File: config.mk
export PLATFORM = sky130hd
export DESIGN_NAME = clk_period_meter
export DESIGN_NICKNAME = d
export VERILOG_FILES = /design/src/rtl/clk_period_meter.sv
export SDC_FILE = /design/constraint.sdc
export NUM_CORES = 1
export LEC_CHECK = 0
export ABC_AREA = 1
export CORE_ASPECT_RATIO = 2
export CORE_MARGIN = 2
export CORE_UTILIZATION = 44
export CTS_CLUSTER_SIZE = 12
export DETAILED_ROUTE_END_ITERATION = 7
export PLACE_DENSITY = 0.65
export SETUP_SLACK_MARGIN = 0.4
export SLEW_MARGIN = 25
export SYNTH_ARGS = -nofsm -noshare
export SYNTH_HDL_FRONTEND = slang
export SYNTH_SLANG_ARGS = --single-unit
export TNS_END_PERCENT = 20
File: constraint.sdc
create_clock -name i_clk -period 3 [get_ports i_clk]
set_input_delay 0.9 -clock i_clk [delete_from_list [all_inputs] [get_ports i_clk]]
set_output_delay 0.9 -clock i_clk [all_outputs]
set_load 0.02 [all_outputs]
File: src/rtl/clk_period_meter.sv
// Measures high/low phase lengths of a slow, i_clk-synchronous square wave and
// checks each completed period against expected lengths with stuck detection.
module clk_period_meter #(
    parameter int unsigned CNT_W       = 16,
    parameter int unsigned EXPECT_HIGH = 5,
    parameter int unsigned EXPECT_LOW  = 5,
    parameter int unsigned TOL         = 0,
    parameter int unsigned TIMEOUT     = 1024
) (
    input  logic             i_clk,
    input  logic             i_rst,
    input  logic             i_sig,
    output logic [CNT_W-1:0] o_high_cnt,
    output logic [CNT_W-1:0] o_low_cnt,
    output logic [CNT_W:0]   o_period,
    output logic             o_valid,
    output logic             o_err,
    output logic             o_err_sticky,
    output logic             o_stuck
);

    localparam int unsigned      DEV_W       = CNT_W + 1;
    localparam logic [CNT_W-1:0] CNT_MAX     = '1;
    localparam logic [CNT_W-1:0] CNT_ONE     = CNT_W'(1);
    localparam logic [CNT_W-1:0] CNT_TIMEOUT = CNT_W'(TIMEOUT);
    localparam logic [DEV_W-1:0] EXP_HIGH_V  = DEV_W'(EXPECT_HIGH);
    localparam logic [DEV_W-1:0] EXP_LOW_V   = DEV_W'(EXPECT_LOW);
    localparam logic [DEV_W-1:0] TOL_V       = DEV_W'(TOL);

    typedef enum logic [1:0] {
        S_SYNC = 2'd0,
        S_HIGH = 2'd1,
        S_LOW  = 2'd2
    } state_t;

    state_t           r_state;
    state_t           w_state_nxt;
    logic             r_prev;
    logic             r_armed;
    logic [CNT_W-1:0] r_cnt;
    logic [CNT_W-1:0] w_cnt_nxt;
    logic [CNT_W-1:0] w_cnt_inc;

    logic [CNT_W-1:0] r_high_cnt;
    logic [CNT_W-1:0] r_low_cnt;
    logic [CNT_W:0]   r_period;
    logic             r_valid;
    logic             r_err;
    logic             r_err_sticky;
    logic             r_stuck;

    logic [CNT_W-1:0] w_high_nxt;
    logic [CNT_W-1:0] w_low_nxt;
    logic [CNT_W:0]   w_period_nxt;
    logic             w_valid_nxt;
    logic             w_err_nxt;
    logic             w_err_sticky_nxt;
    logic             w_stuck_nxt;

    logic             w_rise;
    logic             w_fall;
    logic             w_err_term;

    // Absolute deviation of a measured length from its expectation, signed math.
    function automatic logic [DEV_W-1:0] abs_dev(input logic [CNT_W-1:0] meas,
                                                 input logic [DEV_W-1:0] expv);
        logic [DEV_W-1:0] d;
        d = {1'b0, meas} - expv;
        return d[DEV_W-1] ? (DEV_W'(0) - d) : d;
    endfunction

    // The first sample after reset only primes r_prev, so a signal that is
    // already high out of reset is not mistaken for a rising edge.
    assign w_rise = r_armed & i_sig & ~r_prev;
    assign w_fall = r_armed & ~i_sig & r_prev;

    always_ff @(posedge i_clk) begin
        if (i_rst) begin
            r_state      <= S_SYNC;
            r_prev       <= 1'b0;
            r_armed      <= 1'b0;
            r_cnt        <= '0;
            r_high_cnt   <= '0;
            r_low_cnt    <= '0;
            r_period     <= '0;
            r_valid      <= 1'b0;
            r_err        <= 1'b0;
            r_err_sticky <= 1'b0;
            r_stuck      <= 1'b0;
        end else begin
            r_state      <= w_state_nxt;
            r_prev       <= i_sig;
            r_armed      <= 1'b1;
            r_cnt        <= w_cnt_nxt;
            r_high_cnt   <= w_high_nxt;
            r_low_cnt    <= w_low_nxt;
            r_period     <= w_period_nxt;
            r_valid      <= w_valid_nxt;
            r_err        <= w_err_nxt;
            r_err_sticky <= w_err_sticky_nxt;
            r_stuck      <= w_stuck_nxt;
        end
    end

    always_comb begin
        w_state_nxt      = r_state;
        w_cnt_nxt        = r_cnt;
        w_high_nxt       = r_high_cnt;
        w_low_nxt        = r_low_cnt;
        w_period_nxt     = r_period;
        w_valid_nxt      = 1'b0;
        w_err_nxt        = 1'b0;
        w_err_sticky_nxt = r_err_sticky;
        w_stuck_nxt      = r_stuck;
        w_cnt_inc        = (r_cnt == CNT_MAX) ? r_cnt : r_cnt + CNT_ONE;
        w_err_term       = (abs_dev(r_high_cnt, EXP_HIGH_V) > TOL_V) ||
                           (abs_dev(r_cnt, EXP_LOW_V) > TOL_V);

        case (r_state)
            S_SYNC: begin
                if (w_rise) begin
                    w_cnt_nxt   = CNT_ONE;
                    w_stuck_nxt = 1'b0;
                    w_state_nxt = S_HIGH;
                end
            end
            S_HIGH: begin
                if (w_fall) begin
                    w_high_nxt  = r_cnt;
                    w_cnt_nxt   = CNT_ONE;
                    w_state_nxt = S_LOW;
                end else if (r_cnt == CNT_TIMEOUT) begin
                    w_stuck_nxt = 1'b1;
                    w_cnt_nxt   = '0;
                    w_state_nxt = S_SYNC;
                end else begin
                    w_cnt_nxt = w_cnt_inc;
                end
            end
            S_LOW: begin
                // Rising edge closes the period: report and check in one cycle.
                if (w_rise) begin
                    w_low_nxt        = r_cnt;
                    w_period_nxt     = {1'b0, r_high_cnt} + {1'b0, r_cnt};
                    w_valid_nxt      = 1'b1;
                    w_err_nxt        = w_err_term;
                    w_err_sticky_nxt = r_err_sticky | w_err_term;
                    w_cnt_nxt        = CNT_ONE;
                    w_state_nxt      = S_HIGH;
                end else if (r_cnt == CNT_TIMEOUT) begin
                    w_stuck_nxt = 1'b1;
                    w_cnt_nxt   = '0;
                    w_state_nxt = S_SYNC;
                end else begin
                    w_cnt_nxt = w_cnt_inc;
                end
            end
            default: begin
                w_cnt_nxt   = '0;
                w_state_nxt = S_SYNC;
            end
        endcase
    end

    assign o_high_cnt   = r_high_cnt;
    assign o_low_cnt    = r_low_cnt;
    assign o_period     = r_period;
    assign o_valid      = r_valid;
    assign o_err        = r_err;
    assign o_err_sticky = r_err_sticky;
    assign o_stuck      = r_stuck;

endmodule
==> results of run 1 <==
-- final cells by class --
type | count | share of cell area (%)
multi-input combinational | 578 | 50.5
clock inverter | 7 | 0.997
inverter | 105 | 6.41
clock buffer | 9 | 3.66
tap | 142 | 2.89
sequential | 73 | 23.8
timing repair buffer | 75 | 11.8
-- cell families after synthesis --
logic type	Yosys count	synth area share, %
DFF	73	28.8
buffers and inverters	132	10.6
adders and majority gates	29	7.29
xor gates and xnor gates	17	2.93
AOI/OAI and AO/OA	174	18.7
and+or+nand+nor	358	31.6
-- worst paths after layout --
kind,slack [ns],to,depth (start not counted)
max,0.50,o_high_cnt[13],1
min,0.45,o_err_sticky,2
max reg2reg,0.59,o_period[10],11
min reg2reg,0.45,o_err_sticky,2
-- layer usage --
layer  share of wire (%)  GRT usage, %  vias up
li1                    -             -     2700
met5                   0             0        -
met1                  36          28.0     2494
met2                  52          49.8      206
met3                 4.5          3.99       78
met4                 8.1          19.2        0
-- state kept, by name, indices dropped and copies added (netlist names) --
name	cells
o_err	1
o_err_sticky	1
o_high_cnt	16
o_low_cnt	16
o_period	17
o_stuck	1
o_valid	1
r_armed	1
r_cnt	16
r_prev	1
r_state	2
-- report_power, final --
group | leakage, nW | switching (W) | internal [W]
sequential | 0.589 | 0.0000163 | 0.000979
clock | 0.135 | 0.000470 | 0.000576
combinational | 2.19 | 0.000184 | 0.000109
-- repair_timing --
action                                 in CTS  in global routing
pin swaps                                   0                  1
buffers inserted                            0                  1
endpoints found under the hold margin       0                  0
resized for setup                           1                  5
setup endpoints to repair                   1                  4
cloned                                      0                  0
-- cells in the mapped netlist, types with 2 or more instances --
library cell    n  share of area, %
nand2_1       186                14
inv_1          99               7.3
dfxtp_1        73                29
a21oi_1        72               7.1
o21ai_0        72               7.1
nor2_1         62               4.6
nand3_1        61               6.0
ha_1           28               6.9
clkbuf_1       16               1.2
nor3_1         16               1.6
xor2_1         14               2.4
nand4_1        12               1.5
o211ai_1        6              0.89
inv_2           5              0.37
o21bai_1        5              0.74
buf_6           4              0.89
nand2_2         4              0.49
nor2_2          4              0.49
nor2_8          4               1.6
a211oi_1        3              0.44
buf_2           3              0.30
buf_4           3              0.44
nand2_4         3              0.67
xnor2_1         3              0.52
a21boi_0        2              0.30
a21o_1          2              0.30
a31oi_1         2              0.25
a41oi_1         2              0.35
nor4_1          2              0.25
o221ai_1        2              0.35
o22ai_1         2              0.25
o31ai_1         2              0.30
-- metrics by stage --
step / power (W) / instance area (um2) / util, % / hold slack [ns]
2_1_floorplan: 0.00121 / 5080 / - / 0.478
3_3_place_gp: 0.00130 / 5830 / 51.7 / 0.447
3_5_place_dp: 0.00130 / 5830 / 51.7 / 0.447
4_1_cts: 0.00235 / 6120 / 54.3 / 0.458
5_1_grt: 0.00242 / 6150 / 54.5 / 0.516
6_report: 0.00233 / 6150 / 54.5 / 0.453
==> results.md, run 1 <==
- H-tree depth: 3
- Total negative slack: 0 ns
- Worst endpoint required time: between 2 and 2.5 ns
- CTS Buf Count: 9
- Initial antenna violation count: 0
- Slew Limit Fails: 0
- Synth unique cells: between 40 and 50
- Final cycle utilization of the critical path: 83.4%
- DR WL/cell: about 17 um
- Worst-margin pin slew: about 0.74 ns
- Root Driver: clkbuf_16
- Hold Crit Start: o_err_sticky
- Mapped Cells: between 700 and 800
- Area grow syn2layout: 21.1%
- Sequential share of the synthesized area: approximately 29%
- Clock transition at path regs: around 0.060 ns
- Cell Chain, Critical Path: clkdlybuf4s50_1
- # rows: 55
- Largest net degree at the start of global routing: 60
- First-pass GRT wire length: approximately 26 mm
- Worst Path Max Fanout: 7
- Achievable frequency: around 0.40 GHz
- Setup Skew: 0.00847 ns
- Avg Inst Size Synth: about 6.5 um2
- Final ANT Viol Nets: 0
- Cell Pwr Density: about 380 nW/um2
- Commonest non-fill, non-tap cell in the layout: nand2_1
- Pre-CTS WS: 0.259 ns
- Final Hold Viols: 0
- Nature of the critical path endpoint: output port
- Number of synthesized flops with an enable pin: 0
- Crit Path Class: register to output port
- DR iter-0 viols: 437
- Starting Density: between 40 and 50%
- Most used DFF post-synth: dfxtp_1
- Leak Pwr: 2.91 nW
- Crit path launch: o_high_cnt[13]
- Peak supply drop: ~0.52 mV
- Number of global-route vias before repair: just over 5k
- Yosys warning count: 0
- Die area: roughly 12,000 um2
- Fillers: approximately 1.2k
- Reg2reg start: r_cnt[1]
- Worst slew margin: 50.5%
- RSZ-0062 raised after global routing: true
- Placed Cells: 972
- Status: finished, final reports clean
- # setup viols final: 0
- Worst EP arrival: 1.60 ns
- Hold Crit Class: register to register
- # nets final: about 870
- Vias: 5,478
- DP HPWL: about 13 mm
- Layout cells sized above 1: approximately 7.8%
- Clk_lat worst skew: about 0.34 ns
- Ports: 56
- # diodes: 0
- Area of the multi-input gates: around 3100 um2
- DR DRC count: 0
- Max cap viols: 0
- Startpoint types: register
- Port bufs: 55
- Drt pass-1 iters: 5
- Grt ovf: 0
- Core outline area: 11,300 um2
- Syn Nets: around 820
- DRT Wirelength: approximately 17 mm
- CTS max path bufs: 2
- Seq cells post-synth: 73
- Width of the die: 80.0 um
- Die Y: ~160 um
- Global placement routability congestion: slightly below 1
- Post-CTS Hold Fix Bufs: 0
- Slowest CP cell: clkdlybuf4s50_1
- Ys async rst share: 0%
- FF/Latch Area: ~1500 um2
- Setup ws final: 0.499 ns
- Worst path buffer plus inverter count: 1
- CP max stage delay: approximately 0.7 ns
- Fin cells: about 1,000
- Worst path top cell family by delay: buffers and inverters
- Via density: about 5.5
- CTS tree: yes
- Tot GR Track Use: around 28%
- Most frequent cells in the layout: nand2_1, inv_1, dfxtp_1, o21ai_0, a21oi_1
- Clk sinks: 73
- Tmin final: ~2.5 ns
- Cell Area, Synth: between 5000 and 6000 um2
Note: power is estimated with default switching activity, not from simulation.
==> run 2, diff against run 1 <==
--- a/config.mk
+++ b/config.mk
@@ -11,7 +11,7 @@
 export CORE_UTILIZATION = 44
 export CTS_CLUSTER_SIZE = 12
 export DETAILED_ROUTE_END_ITERATION = 7
-export PLACE_DENSITY = 0.65
+export PLACE_DENSITY = 0.67
 export SETUP_SLACK_MARGIN = 0.4
 export SLEW_MARGIN = 25
 export SYNTH_ARGS = -nofsm -noshare
==> constraint.sdc (replaced) <==
create_clock -name i_clk -period 2.15 [get_ports i_clk]
set_input_delay 0.645 -clock i_clk [delete_from_list [all_inputs] [get_ports i_clk]]
set_output_delay 0.645 -clock i_clk [all_outputs]
set_load 0.02 [all_outputs]
==> results.md, run 2 (synthesis results as in run 1) <==
- Crit Path Class: register to register
- Most frequent cells in the layout: nand2_1, buf_4, inv_1, a21oi_1, o21ai_0
- Layout cells sized above 1: 38.0% (+30 points)
- Achievable frequency: between 0.4 and 0.5 GHz
- Hold depth: 2 (unchanged)
- Number of global-route vias before repair: 6,201 (+21%)
- Worst EP arrival: 2.38 ns (+0.78 ns)
- Max cap viols: 0 (unchanged)
- Worst Path Max Fanout: 4 (-3)
- Post-CTS Hold Fix Bufs: 0 (unchanged)
- # nets final: 979 (+12%)
- Worst endpoint required time: 2.39 ns (+0.29 ns)
- RSZ-0062 raised after global routing: true
- Hold Crit Start: o_err_sticky
- Slowest CP cell: dfxtp_4
- Width of the die: 80.0 um (unchanged)
- CP max stage delay: 0.37 ns (-0.31 ns)
- Root Driver: clkbuf_16
- Area of the multi-input gates: 4070 um2 (+31%)
- H-tree depth: 3 (unchanged)
- Port bufs: 55 (unchanged)
- DR WL/cell: 20.1 um (+19%)
- Max reg flops: 17 (unchanged)
- Clk sinks: 73 (unchanged)
- DP HPWL: 14.4 mm (+11%)
- Register-to-register setup slack: 0.009 ns (-0.58 ns)
- # rows: 55 (unchanged)
- Starting Density: 45.0% (unchanged)
- CTS Buf Count: 9 (unchanged)
- Hold Slack: 0.450 ns (-0.00340 ns)
- Clk_lat worst skew: 0.35 ns (about the same)
- Core outline area: 11,300 um2 (unchanged)
- DRT Wirelength: 22.0 mm (+32%)
- Core Util, Final: 73.4% (+19 points)
- Final Hold Viols: 0 (unchanged)
- Hold Crit Class: register to register
- Global placement routability congestion: 0.965 (-0.16%)
- Cell Pwr Density: 445 nW/um2 (+17%)
- Reg2reg path depth: 13 (+2)
- Slew Limit Fails: 0 (unchanged)
- Status: finished, final reports clean
- Peak supply drop: 0.588 mV (+12%)
- Leak Pwr: 4.51 nW (+55%)
- Grt ovf: 0 (unchanged)
- Die Y: 156 um (unchanged)
- Fin cells: 1,094 (+11%)
- Final ANT Viol Nets: 0 (unchanged)
- Startpoint types: register
- Placed Cells: 1,035 (+6.5%)
- Met1 GRT Util: 29.2% (+1.1 points)
- Final Instance Area: 8280 um2 (+35%)
- Final cycle utilization of the critical path: roughly 100%
- Vias: 6,380 (+16%)
- Tmin final: around 2.1 ns
- Largest net degree at the start of global routing: 33 (-45%)
- First-pass GRT wire length: 30.6 mm (+17%)
- Initial antenna violation count: 0 (unchanged)
- Commonest non-fill, non-tap cell in the layout: nand2_1
- Drt pass-1 iters: 5 (unchanged)
- GR peak layer: met2
- Post-DP Area: 6400 um2 (+9.7%)
- FF/Latch Area: 1530 um2 (+5.0%)
- Worst slew margin: 75.2% (+25 points)
- Ports: 56 (unchanged)
- DR iter-0 viols: 519 (+19%)
- Nature of the critical path endpoint: register
- # diodes: 0 (unchanged)
- DR DRC count: 0 (unchanged)
- Reg2reg start: r_cnt[1]
- Area grow syn2layout: 63.1%
- CTS max path bufs: 2 (unchanged)
- Setup Skew: 0.00725 ns (-0.00122 ns)
- Most common cell on crit path: buf_6
- Cell Chain, Critical Path: buf_6 > buf_6 > buf_6 > buf_6 > ha_4 > nand3_4 > nand2_4 > a21boi_4 > o21ai_4 > a21oi_2 > xor2_1 > o21bai_1 > inv_1
- CTS tree: yes
- Tot GR Track Use: 32.2% (+4.6 points)
- Hold Path End: o_err_sticky
- Clock transition at path regs: 0.06 ns (about the same)
- Grt met3 use: 5.56% (+1.6 points)
- Fillers: 812 (-31%)
- Met2 Usage GRT: 59.3% (+9.5 points)
- Via density: 5.83 (+5.3%)
- Die area: 12,500 um2 (unchanged)
- Worst-margin pin slew: 0.371 ns (-0.364 ns)
- Reg2reg end: o_period[9]
- # setup viols final: 0 (unchanged)
[run 2: cell count changes in the layout (fill, tap and decap cells not counted), moves of 19 or more]
cell,previous run,this run
buf_4,18,84
nand3_1,61,36
buf_6,0,35
nand2_1,184,155
dfxtp_1,73,49
dlymetal6s2s_1,0,40
nand2_2,5,24
o21ai_0,72,52
clkdlybuf4s50_1,55,1
[run 2: routing by layer]
layer	vias up	wire, um
li1	2911	-
met1	3023	7050
met2	300	11700
met3	146	1020
met4	0	2160
met5	-	0
[run 2: power by group]
part	internal, W	leakage [nW]	total, W	switching, W
Combinational	0.000273	3.75	0.000649	0.000376
Sequential	0.00135	0.606	0.00137	0.0000195
Clock	0.00103	0.161	0.00167	0.000640
Total	0.00265	4.51	0.00369	0.00104
[run 2: final cells by class]
cell class / instances / area share, %
clock buffer: 9 / 2.72
clock inverter: 7 / 1.21
inverter: 105 / 5.00
multi-input combinational: 579 / 49.1
sequential: 73 / 18.5
tap: 142 / 2.15
timing repair buffer: 179 / 21.3
[run 2: worst max-delay path by stage]
stage | start | to | slack, ns | cells past startpoint
floorplan | o_high_cnt[2] | o_period[15] | 0.34 | 10
global route | r_cnt[1] | o_err_sticky | -0.11 | 16
detailed placement | o_high_cnt[0] | o_err_sticky | -0.27 | 15
finish | r_cnt[1] | o_period[9] | 0.009 | 13
global placement | r_cnt[1] | o_err_sticky | -0.24 | 13
CTS | r_cnt[0] | o_err_sticky | 0.02 | 16
[run 2: repair_timing]
item | CTS | global route
pin swaps | 34 | 93
endpoints found under the setup margin | 120 | 104
gates resized for setup | 142 | 234
endpoints found under the hold margin | 0 | 0
cloned | 2 | 0
buffers inserted | 27 | 14
[run 2: metrics by stage]
stage | setup TNS, ns | worst slack [ns] | total power [W]
global placement | -3.01 | -0.244 | 0.00187
floorplan | 0 | 0.337 | 0.00170
finish | 0 | 0.00853 | 0.00369
global route | -0.260 | -0.107 | 0.00380
CTS | 0 | 0.0238 | 0.00360
detailed placement | -4.91 | -0.270 | 0.00188
[run 2: critical path, delay by kind of cell (launching register included)]
kind	cells	cell delay (ns)
AO/OA/AOI/OAI	4	0.56
buffers and inverters	5	0.49
flip-flops	1	0.37
adder cells (fa/ha/maj)	1	0.27
XOR/XNOR	1	0.17
AND/OR/NAND/NOR	2	0.17
==> run 3, diff against run 2 <==
--- a/config.mk
+++ b/config.mk
@@ -5,13 +5,12 @@
 export SDC_FILE = /design/constraint.sdc
 export NUM_CORES = 1
 export LEC_CHECK = 0
-export ABC_AREA = 1
 export CORE_ASPECT_RATIO = 2
 export CORE_MARGIN = 2
 export CORE_UTILIZATION = 44
 export CTS_CLUSTER_SIZE = 12
 export DETAILED_ROUTE_END_ITERATION = 7
-export PLACE_DENSITY = 0.67
+export PLACE_DENSITY = 0.68
 export SETUP_SLACK_MARGIN = 0.4
 export SLEW_MARGIN = 25
 export SYNTH_ARGS = -nofsm -noshare
==> results.md, run 3 <==
- Ys async rst share: 0% (unchanged)
- Worst EP arrival: 2.76 ns (+0.38 ns)
- Max reg flops: 17 (unchanged)
- Achievable frequency: 0.396 GHz (-15%)
- CTS tree: yes
- Most frequent cells in the layout: buf_4, nand2_1, a21oi_1, dfxtp_1, dlygate4sd2_1
- DR WL/cell: 20.1 um (+0.14%)
- Fillers: 774 (-4.7%)
- Failing checks: setup timing
- Worst-margin pin slew: 0.449 ns (+0.0775 ns)
- Drt pass-1 iters: 5 (unchanged)
- CTS Buf Count: 9 (unchanged)
- Leading area contributor after synthesis: dfxtp_1
- Top cell type's share of synthesized area: 32.2% (+3.4 points)
- Ranking of synthesized cells by area: dfxtp_1, nand2_1, a21oi_1, ha_1, o21ai_0
- Hold depth: 2 (unchanged)
- RSZ-0062 raised after global routing: true
- DRT Wirelength: 18.6 mm (-15%)
- Initial antenna violation count: 0 (unchanged)
- Clk pwr share: 49.5% (+4.2 points)
- Core outline area: 10,100 um2 (-11%)
- Tmin final: 2.53 ns (+0.384 ns)
- Syn Nets: 630 (-23%)
- Via density: 5.97 (+2.4%)
- Register-to-register setup slack: -0.38 ns (-0.38 ns)
- Startpoint types: register
- # diodes: 0 (unchanged)
- Status: finished with violations
- # setup viols final: 22 (+22)
- Final cycle utilization of the critical path: 117% (+18 points)
- Mapped Cells: 598 (-24%)
- Cell Chain, Critical Path: or4_4 > nor4_4 > nand2_1 > o221ai_1 > o2111a_1 > or4b_1 > o21a_1
- Number of global-route vias before repair: 5,685 (-8.3%)
- Post-CTS Hold Fix Bufs: 0 (unchanged)
- Pint: 0.00230 W (-13%)
- Hold Crit Start: o_period[5]
- Peak supply drop: 0.478 mV (-19%)
- Layout cells sized above 1: 37.1% (-0.89 points)
- Sequential share of the synthesized area: 32.2% (+3.4 points)
- Synth unique cells: 64 (+56%)
- Leak Pwr: 3.10 nW (-31%)
- Yosys warning count: 0 (unchanged)
- DR iter-0 viols: 343 (-34%)
- Combinational fraction of design power: 6.0% (-12 points)
- Global placement routability congestion: 0.974 (+0.95%)
- Worst slew margin: 70.0% (-5.2 points)
- Commonest non-fill, non-tap cell in the layout: buf_4
- Area grow syn2layout: 58.4%
- Most used DFF post-synth: dfxtp_1
- Worst endpoint required time: 2.39 ns (about the same)
- DR DRC count: 0 (unchanged)
- Largest net degree at the start of global routing: 62 (+88%)
- Max cap viols: 0 (unchanged)
- Slew Limit Fails: 0 (unchanged)
- Width of the die: 75.8 um (-5.2%)
- Reg2reg path depth: 7 (-6)
- Grt ovf: 0 (unchanged)
- Setup ws final: -0.376 ns (-0.384 ns)
- # rows: 52 (-5.5%)
- Die Y: 148 um (-5.3%)
- Top post-synthesis cells by count: nand2_1, a21oi_1, dfxtp_1
- Final ANT Viol Nets: 0 (unchanged)
- Starting Density: 45.0% (about the same)
- Switching Power: 0.000756 W (-27%)
- Die area: 11,200 um2 (-10%)
- Clk_lat worst skew: 0.34 ns (about the same)
- CTS max path bufs: 2 (unchanged)
- Nature of the critical path endpoint: register
- Cell Pwr Density: 425 nW/um2 (-4.5%)
- # nets final: 816 (-17%)
- Most frequent cell after synthesis: nand2_1
- Setup Skew: 0.00746 ns (+0.000216 ns)
- H-tree depth: 3 (unchanged)
- Ports: 56 (unchanged)
- First-pass GRT wire length: 28.1 mm (-8.2%)
- CP max stage delay: 0.59 ns (+0.22 ns)
- Clk sinks: 73 (unchanged)
- Port bufs: 55 (unchanged)
- Sequential power share: 44.5% (+7.4 points)
- Total Power: 0.00305 W (-17%)
- Reg2reg end: o_err
- Slowest CP cell: or4_4
- Root Driver: clkbuf_16
- Reg2reg start: r_cnt[8]
- Hold Slack: 0.448 ns (-0.00185 ns)
- Clock transition at path regs: 0.06 ns (about the same)
- Hold Crit Class: register to register
- DP HPWL: 12.7 mm (-12%)
- Vias: 5,520 (-13%)
- Switching share of total power: 24.8% (-3.3 points)
- Number of synthesized flops with an enable pin: 0 (unchanged)
- Seq cells post-synth: 73 (unchanged)
- Cell Area, Synth: 4540 um2 (-11%)
- Hold Path End: o_period[5]
- Crit Path Class: register to register
- Tot GR Track Use: 33.6% (+1.4 points)
- Avg Inst Size Synth: 7.59 um2 (+17%)
- Worst Path Max Fanout: 5 (+1)
- Final Hold Viols: 0 (unchanged)
==> run 3: cell count changes after synthesis, moves of 10 or more <==
cell      change
xor2_1       -10
nand2_1      -71
o21ai_0      -41
inv_1        -85
nand3_1      -43
nor2_1       -30
clkbuf_1     +18
==> run 3: worst max path at each step <==
stage | from | end | depth (start not counted)
finish | r_cnt[8] | o_err | 7
floorplan | r_cnt[8] | o_err | 8
detailed placement | i_sig | r_cnt[3] | 8
global placement | i_sig | r_cnt[2] | 8
CTS | o_high_cnt[4] | o_err | 7
global route | r_cnt[8] | o_err | 7
==> run 3: final cells by class <==
type	count	area (um2)	area share, %
tap	135	169	2.35
multi-input combinational	474	3360	46.8
clock inverter	6	51.3	0.714
clock buffer	10	250	3.48
inverter	14	55.1	0.766
timing repair buffer	212	1800	25.1
sequential	73	1500	20.8
==> run 3: logic make-up after synthesis <==
logic type / synth area share [%]
AND/OR/NAND/NOR: 28.3
flip-flops: 32.2
AO/OA/AOI/OAI: 23.9
buffers and inverters: 4.44
adder cells (fa/ha/maj): 8.16
multiplexers: 0.248
XOR/XNOR: 2.70
==> run 3: power groups by stage <==
stage               Clock (W)  Sequential, W  Combinational (W)
CTS                   0.00152        0.00136           0.000165
detailed placement          0        0.00139           0.000163
floorplan                   0        0.00139          0.0000922
global route          0.00159        0.00136           0.000196
global placement            0        0.00139           0.000159
finish                0.00151        0.00136           0.000184
==> run 3: metrics by stage <==
step	cells	setup WS, ns	instance area, um2	setup TNS (ns)	utilization (%)
after floorplan	598	-0.259	4670	-0.655	-
after global placement	890	-0.442	6310	-11.34	62.6
after detailed placement	890	-0.540	6310	-14.65	62.6
after CTS	915	-0.388	6890	-1.06	68.3
after global routing	924	-0.439	7190	-3.93	71.3
final	924	-0.376	7190	-1.97	71.3
==> run 3: what timing repair did <==
action / CTS / global route
buffers inserted: 9 / 9
endpoints found under the hold margin: 0 / 0
endpoints found under the setup margin: 113 / 70
pin swaps: 50 / 28
gates resized for setup: 154 / 74
==> run 3: worst max-delay path, delay by kind of cell, from the launching register on <==
family / cells / cell delay, ns
AO/OA/AOI/OAI: 3 / 0.66
AND/OR/NAND/NOR: 4 / 1.43
flip-flops: 1 / 0.32
==> run 3: per-layer routing <==
metal | global-route usage, % | share of wire [%] | vias up
met2 | 58.5 | 52 | 256
met4 | 28.4 | 11 | 0
met5 | 0 | 0 | -
met3 | 6.07 | 5.7 | 118
met1 | 31.5 | 31 | 2614
li1 | - | - | 2532
